`src/rtl/vproc_pkg.sv`:
```
// Shared types and constants for the vector execute stage.
package vproc_pkg;

  localparam int DW    = 21;
  localparam int LANES = 8;

  // ALU function codes understood by the shared scalar ALU
  typedef enum logic [2:0] {
    FN_MOV = 3'b000,
    FN_ADD = 3'b010,
    FN_SUB = 3'b011,
    FN_MUL = 3'b111
  } funct_e;

  // Sequencer states
  typedef enum logic [1:0] {
    S_IDLE,
    S_RUN,
    S_DONE
  } state_e;

  // True for the function codes the ALU implements
  function automatic logic is_legal_funct(input logic [2:0] f);
    case (f)
      FN_MOV, FN_ADD, FN_SUB, FN_MUL: return 1'b1;
      default:                        return 1'b0;
    endcase
  endfunction

endpackage

```
`src/rtl/valu_sequencer.sv`:
```
// Element-serial sequencer for the shared scalar ALU: latches one vector
// instruction, issues one element per cycle and packs the results.
//
// state  | meaning
// -------+----------------------------------------------------------
// S_IDLE | waiting for start; inputs sampled here only
// S_RUN  | element idx_q on the ALU ports, result written each edge
// S_DONE | one-cycle done pulse; vec_r and err stay valid afterwards
module valu_sequencer
  import vproc_pkg::*;
#(
  parameter int LANES = vproc_pkg::LANES,
  parameter int DW    = vproc_pkg::DW,
  parameter int LW    = $clog2(LANES + 1)
) (
  input  logic                clk,
  input  logic                rst,
  input  logic                start,
  input  logic [2:0]          funct,
  input  logic [LW-1:0]       vlen,
  input  logic [LANES*DW-1:0] vec_a,
  input  logic [LANES*DW-1:0] vec_b,
  output logic                busy,
  output logic                done,
  output logic                err,
  output logic [LANES*DW-1:0] vec_r,
  output logic                alu_flag,
  output logic [2:0]          alu_funct,
  output logic [DW-1:0]       alu_op1,
  output logic [DW-1:0]       alu_op2,
  input  logic [DW-1:0]       alu_result
);

  localparam int IW = (LANES > 1) ? $clog2(LANES) : 1;

  typedef logic [DW-1:0] elem_t;

  state_e          state_q, state_d;
  logic [2:0]      funct_q, funct_d;
  logic [LW-1:0]   len_q,   len_d;
  logic [LW-1:0]   idx_q,   idx_d;
  logic            err_q,   err_d;
  elem_t           a_q [LANES];
  elem_t           a_d [LANES];
  elem_t           b_q [LANES];
  elem_t           b_d [LANES];
  elem_t           r_q [LANES];
  elem_t           r_d [LANES];

  logic [LW-1:0]   len_eff;
  logic [IW-1:0]   sel;

  // idx_q never exceeds LANES-1, so the low bits address the lane directly
  assign sel = idx_q[IW-1:0];

  // Clamp the requested length to the number of lanes
  always_comb begin
    len_eff = vlen;
    if (vlen > LW'(LANES)) begin
      len_eff = LW'(LANES);
    end
  end

  // State and datapath registers
  always_ff @(posedge clk or posedge rst) begin
    if (rst) begin
      state_q <= S_IDLE;
      funct_q <= '0;
      len_q   <= '0;
      idx_q   <= '0;
      err_q   <= 1'b0;
      for (int i = 0; i < LANES; i++) begin
        a_q[i] <= '0;
        b_q[i] <= '0;
        r_q[i] <= '0;
      end
    end else begin
      state_q <= state_d;
      funct_q <= funct_d;
      len_q   <= len_d;
      idx_q   <= idx_d;
      err_q   <= err_d;
      for (int i = 0; i < LANES; i++) begin
        a_q[i] <= a_d[i];
        b_q[i] <= b_d[i];
        r_q[i] <= r_d[i];
      end
    end
  end

  // Next-state and datapath update
  always_comb begin
    state_d = state_q;
    funct_d = funct_q;
    len_d   = len_q;
    idx_d   = idx_q;
    err_d   = err_q;
    for (int i = 0; i < LANES; i++) begin
      a_d[i] = a_q[i];
      b_d[i] = b_q[i];
      r_d[i] = r_q[i];
    end

    case (state_q)
      S_IDLE: begin
        if (start) begin
          funct_d = funct;
          len_d   = len_eff;
          idx_d   = '0;
          for (int i = 0; i < LANES; i++) begin
            a_d[i] = vec_a[i*DW +: DW];
            b_d[i] = vec_b[i*DW +: DW];
            r_d[i] = '0;
          end
          if (!is_legal_funct(funct)) begin
            err_d   = 1'b1;
            state_d = S_DONE;
          end else if (len_eff == '0) begin
            err_d   = 1'b0;
            state_d = S_DONE;
          end else begin
            err_d   = 1'b0;
            state_d = S_RUN;
          end
        end
      end

      S_RUN: begin
        r_d[sel] = alu_result;
        // Exit is checked first so idx_q stops at len-1 and never wraps
        if (idx_q == len_q - LW'(1)) begin
          state_d = S_DONE;
        end else begin
          idx_d = idx_q + LW'(1);
        end
      end

      S_DONE: begin
        state_d = S_IDLE;
      end

      default: begin
        state_d = S_IDLE;
      end
    endcase
  end

  // Status and ALU drive; operands are forced to zero outside RUN
  always_comb begin
    busy      = (state_q != S_IDLE);
    done      = (state_q == S_DONE);
    err       = err_q;
    alu_flag  = (state_q == S_RUN);
    alu_funct = funct_q;
    alu_op1   = '0;
    alu_op2   = '0;
    if (state_q == S_RUN) begin
      alu_op1 = a_q[sel];
      alu_op2 = b_q[sel];
    end
  end

  // Pack the result lanes onto the output bus
  always_comb begin
    vec_r = '0;
    for (int i = 0; i < LANES; i++) begin
      vec_r[i*DW +: DW] = r_q[i];
    end
  end

endmodule

```
`config.mk`:
```
export PLATFORM = sky130hd
export DESIGN_NAME = valu_sequencer
export DESIGN_NICKNAME = d
export VERILOG_FILES = /design/src/rtl/vproc_pkg.sv /design/src/rtl/valu_sequencer.sv
export SDC_FILE = /design/constraint.sdc
export NUM_CORES = 1
export LEC_CHECK = 0
export CORE_AREA = 3 3 241 243
export DETAILED_ROUTE_END_ITERATION = 10
export DIE_AREA = 0 0 244 246
export PLACE_DENSITY = 0.75
export SETUP_SLACK_MARGIN = 0.2
export SYNTH_ARGS = -nofsm -noshare
export SYNTH_HDL_FRONTEND = slang
export SYNTH_SLANG_ARGS = --single-unit
```
`constraint.sdc`:
```
create_clock -name clk -period 20.2 [get_ports clk]
set_input_delay 4.04 -clock clk [delete_from_list [all_inputs] [get_ports clk]]
set_output_delay 4.04 -clock clk [all_outputs]
set_load 0.02 [all_outputs]
```
==> flow_summary.ini, run 1 <==
[run_status]
status = completed

[placement]
gp_congestion = 0.849
placed_area_um2 = 28100
dp_hpwl_um = 52000
port_buffers = 583
place_inst = 3687

[sta]
final.setup.tns_ns = 0
fmaxAchievable_mhz = 120
skew_ns = 0.0175
timing.final.crit_share_pct = 41.3
layout_min_cycle_time_ns = 8.34
tightest_slew_ns = 1.18
relSlewSlack_pct = 21.2
setup_viol = 0
hold_viol_final = 0
maxSlewViolCount = 0
rsz0062_at_grt = no

[route]
num_vias = 19511
routed_wl_um = 75900
drtIter0Drc = 1575
final_antenna_net_count = 0
viasPerCell = 5.13
firstDrtPassIters = 6
drcViolationCount = 0
wl_per_cell_um = 19.9

[critical_path]
endpoint_kind = output pin
reg2reg_from = idx_q[0]
r2r_cells = 5
cp.arrival_ns = 4.30
rr_endpoint = vec_r[21]
cp-start-kind = flop
critPathKind = reg2out
path_max_fanout = 24
r2r_slack_ns = 17.02
critPathRequiredTime_ns = 16.16
crit_path_start = idx_q[0]

[logic_synthesis]
synthCells = 2518
synth.avg_cell_area_um2 = 8.69
synth_edf_count = 0
synth_compound_area_share_pct = 11.7
synthMuxAreaShare_pct = 0.0915
ys_seq_elements = 518
ys_types = 39
async_reset_ff_share_pct = 100
yosysSeqAreaShare_pct = 59.2
synth-xor-area-share_pct = 0.269
syn-cell-area_um2 = 21900
synth_nets = 2887
ys.flop_type = dfrtp_1
synth_top_family_by_area = simple AND/OR/NAND/NOR gates
yosys_warnings = 0
synth-simple-area-share_pct = 24.4
synth_adder_area_share_pct = 0.114

[cells_and_area]
instances_no_fill = 3806
nets = 3357
syn_to_final_growth_pct = 37.1
finalInstanceArea_um2 = 30000
drive_gt1_share_pct = 4.23
fillCellCount = 5083

[floorplan]
rows = 87
die_h_um = 246
dieArea_um2 = 60000
initial_utilization_pct = 39.0
core_um2 = 56200
ios = 584
die_w_um = 244

[min_path]
hold_path.class = reg2reg
hold_path_end = a_q[162]
min-delay-start = a_q[162]
min_path_cells = 2

[grt]
grt_usage_pct = 24.6
overflow = 0
grt_pass1_wl_um = 114000
grt_pass1_vias = 18799
antenna_found_initial = 25
grt_max_degree = 237

[clocking]
clockRootBuffer = clkbuf_16
cts_resized = 0
htree_levels = 2
clk_latency_ns = 0.60
cts_buffers = 55
clockBufferDepth = 3
path_clk_slew_ns = 0.06
cts_hold_buf = 0
cts_tree = done
cts.sinks = 518
cts_setup_buffers = 0

[power_and_ir_drop]
p_leak_nw = 13.8
ir_worst_vdd_uv = 108
power_per_cell_area_nw_per_um2 = 150

[run]
cap_violations = 0
where the power goes:
group	internal (mW)	switching [mW]	total [mW]
logic	0.658	1.04	1.70
clock network	0.619	0.413	1.03
registers	1.48	0.282	1.76
total	2.76	1.74	4.49
critical path, cell delays in order, from the launching register on:
cell	delay [ns]
dfrtp_1	0.67
nor3b_4	0.97
buf_4	0.55
a22oi_1	0.18
a41oi_1	0.59
clkdlybuf4s50_1	0.74
Yosys cell counts (2+ instances only):
cell type  number  area (um^2)
and3_1          2         12.5
nand3_1         2         10.0
dfrtp_1       518        13000
a22oi_1       168         1260
nand3b_1        4         30.0
and2_0          3         18.8
buf_4          21          158
mux2i_1         2         20.0
buf_2          43          215
clkbuf_2        2         10.0
buf_1           6         22.5
and3b_1         3         26.3
o21ai_0       172          861
ha_1            2         25.0
clkbuf_1      125          469
a21oi_1         3         15.0
xnor2_1         3         26.3
nor3_2          2         20.0
inv_1           9         33.8
and2_1          4         25.0
a41oi_1        42          368
nor2b_1         2         12.5
nor2_1          4         15.0
nor3b_2         3         37.5
nand2_1      1359         5100
per-stage QoR:
step,power [mW],util (%),setup slack (ns),hold slack (ns)
after floorplan,2.71,-,1.69,0.446
after global placement,3.43,50.0,12.46,0.457
after detailed placement,3.47,50.0,12.48,0.463
after CTS,4.52,53.3,11.81,0.477
after global routing,4.77,53.4,11.61,0.491
final,4.49,53.4,11.86,0.472
worst max path at each step:
stage | end | cells after the start
after global placement | alu_op1[20] | 5
after floorplan | a_q[0] | 1
final | alu_op1[20] | 5
after global routing | alu_op1[20] | 5
after CTS | alu_op1[20] | 5
after detailed placement | alu_op1[20] | 5
cell usage in the layout (no fill, tap or decap), types with 3 or more instances in the layout:
cell | netlist | layout
a21oi_1 | 3 | 3
a22oi_1 | 168 | 168
a41oi_1 | 42 | 42
and2_1 | 4 | 7
and3b_2 | 0 | 3
buf_12 | 0 | 3
buf_4 | 21 | 25
bufinv_16 | 0 | 4
clkbuf_1 | 125 | 12
clkbuf_16 | 0 | 55
clkbuf_8 | 0 | 19
clkdlybuf4s50_1 | 0 | 583
clkinv_2 | 0 | 4
dfrtp_1 | 518 | 518
diode_2 | 0 | 21
inv_1 | 9 | 8
nand2_1 | 1359 | 1358
nand3b_1 | 4 | 4
nor2_1 | 4 | 3
nor3b_4 | 0 | 3
o21ai_0 | 172 | 172
xnor2_1 | 3 | 3
per-layer routing:
metal | global-route usage, % | vias to the layer above | share of wire, % | wire length (um)
met5 | 0 | - | 0.10 | 77
met4 | 8.47 | 12 | 3.4 | 2560
met3 | 7.97 | 130 | 11 | 8020
met2 | 39.6 | 940 | 46 | 35000
met1 | 31.5 | 9318 | 40 | 30300
li1 | - | 9111 | - | -
state kept, by name, indices dropped and copies added (netlist names):
| signal | flops |
|---|---|
| idx_q | 4 |
| b_q | 168 |
| vec_r | 168 |
| a_q | 168 |
| len_q | 4 |
| state_q | 2 |
| alu_funct | 3 |
| err | 1 |
layout make-up:
class	instances	area, um^2	share of cell area, %
Clock buffer	86	1680	5.61
Clock inverter	12	174	0.580
Antenna cell	21	52.6	0.175
Inverter	9	41.3	0.138
Tap cell	756	946	3.15
Sequential cell	518	13000	43.2
Timing Repair Buffer	611	6080	20.3
Multi-Input combinational cell	1793	8060	26.9
kinds of logic (layout without fill, tap and decap cells):
logic type               Yosys count  in the layout
AND/OR/NAND/NOR                 1392           1392
flip-flops                       518            518
AO/OA/AOI/OAI                    392            392
buffers and inverters            207            718
XOR/XNOR                           5              5
adder cells (fa/ha/maj)            2              2
multiplexers                       2              2
other                              0             21
No activity file was read; power rests on OpenSTA's default activity.
==> inputs of run 2 (changes only) <==
==> constraint.sdc (replaced) <==
create_clock -name clk -period 8.7 [get_ports clk]
set_input_delay 1.74 -clock clk [delete_from_list [all_inputs] [get_ports clk]]
set_output_delay 1.74 -clock clk [all_outputs]
set_load 0.02 [all_outputs]
==> flow_summary.ini, run 2 (synthesis results as in run 1) <==
[power_and_ir_drop]
power_frac_comb_pct = 37.5
seq_power_share_pct = 39.7
total_power_mw = 10.5
internal_power_mw = 6.36
p_leak_nw = 13.7
swShare_pct = 39.4
power_per_cell_area_nw_per_um2 = 350
clkPwrFrac_pct = 22.8
power.switching_mw = 4.14
ir_worst_vdd_uv = 210

[clocking]
clockRootBuffer = clkbuf_16
htree_levels = 2
clockBufferDepth = 3
cts_hold_buf = 0
cts_buffers = 54
path_clk_slew_ns = 0.07
cts_resized = 0
cts_tree = done
cts.sinks = 518
clk_latency_ns = 0.61
cts_setup_buffers = 0

[floorplan]
core_um2 = 56200
dieArea_um2 = 60000
die_h_um = 246
initial_utilization_pct = 39.0
rows = 87
die_w_um = 244
ios = 584

[cells_and_area]
layout_common_cells = nand2_1, clkdlybuf4s50_1, dfrtp_1
seqCellArea_um2 = 13000
fillCellCount = 5034
multi_input_area_um2 = 8060
syn_to_final_growth_pct = 37.0
nets = 3358
instances_no_fill = 3809
drive_gt1_share_pct = 4.32
final_common_cell = nand2_1

[grt]
grt_pass1_vias = 19353
antenna_found_initial = 32
grt_pass1_wl_um = 118000
grt_usage_pct = 25.6
overflow = 0
grt_max_degree = 223

[placement]
place_inst = 3689
gp_congestion = 0.871
port_buffers = 583
dp_hpwl_um = 53500
place_ws_ns = 3.41

[critical_path]
rr_endpoint = vec_r[71]
critPathRequiredTime_ns = 6.96
critPathKind = reg2out
r2r_slack_ns = 5.85
cp.arrival_ns = 4.08
cp-start-kind = flop
reg2reg_from = idx_q[1]
endpoint_kind = output pin
path_max_fanout = 37
r2r_cells = 5

[run_status]
status = completed

[route]
final_antenna_net_count = 0
drcViolationCount = 0
firstDrtPassIters = 8
routed_wl_um = 78700
viasPerCell = 5.16
drtIter0Drc = 1650
wl_per_cell_um = 20.6
num_vias = 19654

[min_path]
hold_path.class = reg2reg
min_path_cells = 2
min-delay-start = b_q[46]
hold_path_end = b_q[46]

[sta]
fmaxAchievable_mhz = 172
maxSlewViolCount = 0
tightest_slew_ns = 1.20
skew_ns = 0.0142
relSlewSlack_pct = 20.0
setup_viol = 0
layout_min_cycle_time_ns = 5.82
holdWs_ns = 0.474
timing.final.ws_setup_ns = 2.88
rsz0062_at_grt = no
hold_viol_final = 0
timing.final.crit_share_pct = 66.9

[run]
cap_violations = 0
run 2: cell count changes in the layout (fill, tap and decap cells not counted):
cell        before  now
buf_12           3    4
clkbuf_16       55   54
clkinv_8         0    1
clkinv_2         4   10
inv_8            1    0
inv_6            1    4
clkinv_4         2    1
clkinvlp_4       1    4
buf_4           25   26
bufinv_16        4    6
clkbuf_8        19    8
run 2: layout make-up:
class	count	share of cell area, %
multi-input cells	1793	26.9
repair buffers	613	20.4
flip-flops and latches	518	43.2
inverters	9	0.125
clock buffers	74	5.02
clock inverters	25	1.04
well taps	756	3.15
diodes	21	0.175
run 2: stage by stage:
stage	area [um^2]	setup TNS, ns	utilization (%)
5_1_grt	30000	0	53.3
4_1_cts	29900	0	53.3
6_report	30000	0	53.4
2_1_floorplan	21900	-39.50	-
3_3_place_gp	28100	0	50.1
3_5_place_dp	28100	0	50.1
run 2: how the worst max path moves through the flow:
stage	startpoint	endpoint	cells past startpoint
floorplan	rst	a_q[0]	1
global placement	idx_q[2]	alu_op1[20]	5
detailed placement	idx_q[0]	alu_op1[20]	5
CTS	idx_q[0]	alu_op1[20]	5
global route	idx_q[0]	alu_op1[20]	5
finish	idx_q[0]	alu_op1[20]	5
run 2: power by group through the flow:
stage | combinational (mW) | clock [mW] | sequential (mW)
after floorplan | 2.07 | 0 | 4.21
after global placement | 3.83 | 0 | 4.20
after detailed placement | 3.93 | 0 | 4.18
after CTS | 3.95 | 2.44 | 4.16
after global routing | 4.33 | 2.53 | 4.27
final | 3.93 | 2.39 | 4.17
run 2: worst max-delay path, cell delays in order, from the launching register on:
cell	delay, ns
dfrtp_1	0.67
nor3b_4	0.49
buf_4	0.62
a22oi_1	0.23
a41oi_1	0.70
clkdlybuf4s50_1	0.74
run 2: layer usage:
| layer | vias up | routed length, um | global-route usage (%) |
|---|---|---|---|
| li1 | 9105 | - | - |
| met1 | 9358 | 31100 | 33.0 |
| met2 | 979 | 36100 | 40.4 |
| met3 | 186 | 8130 | 7.89 |
| met4 | 26 | 3200 | 10.4 |
| met5 | - | 177 | 0 |
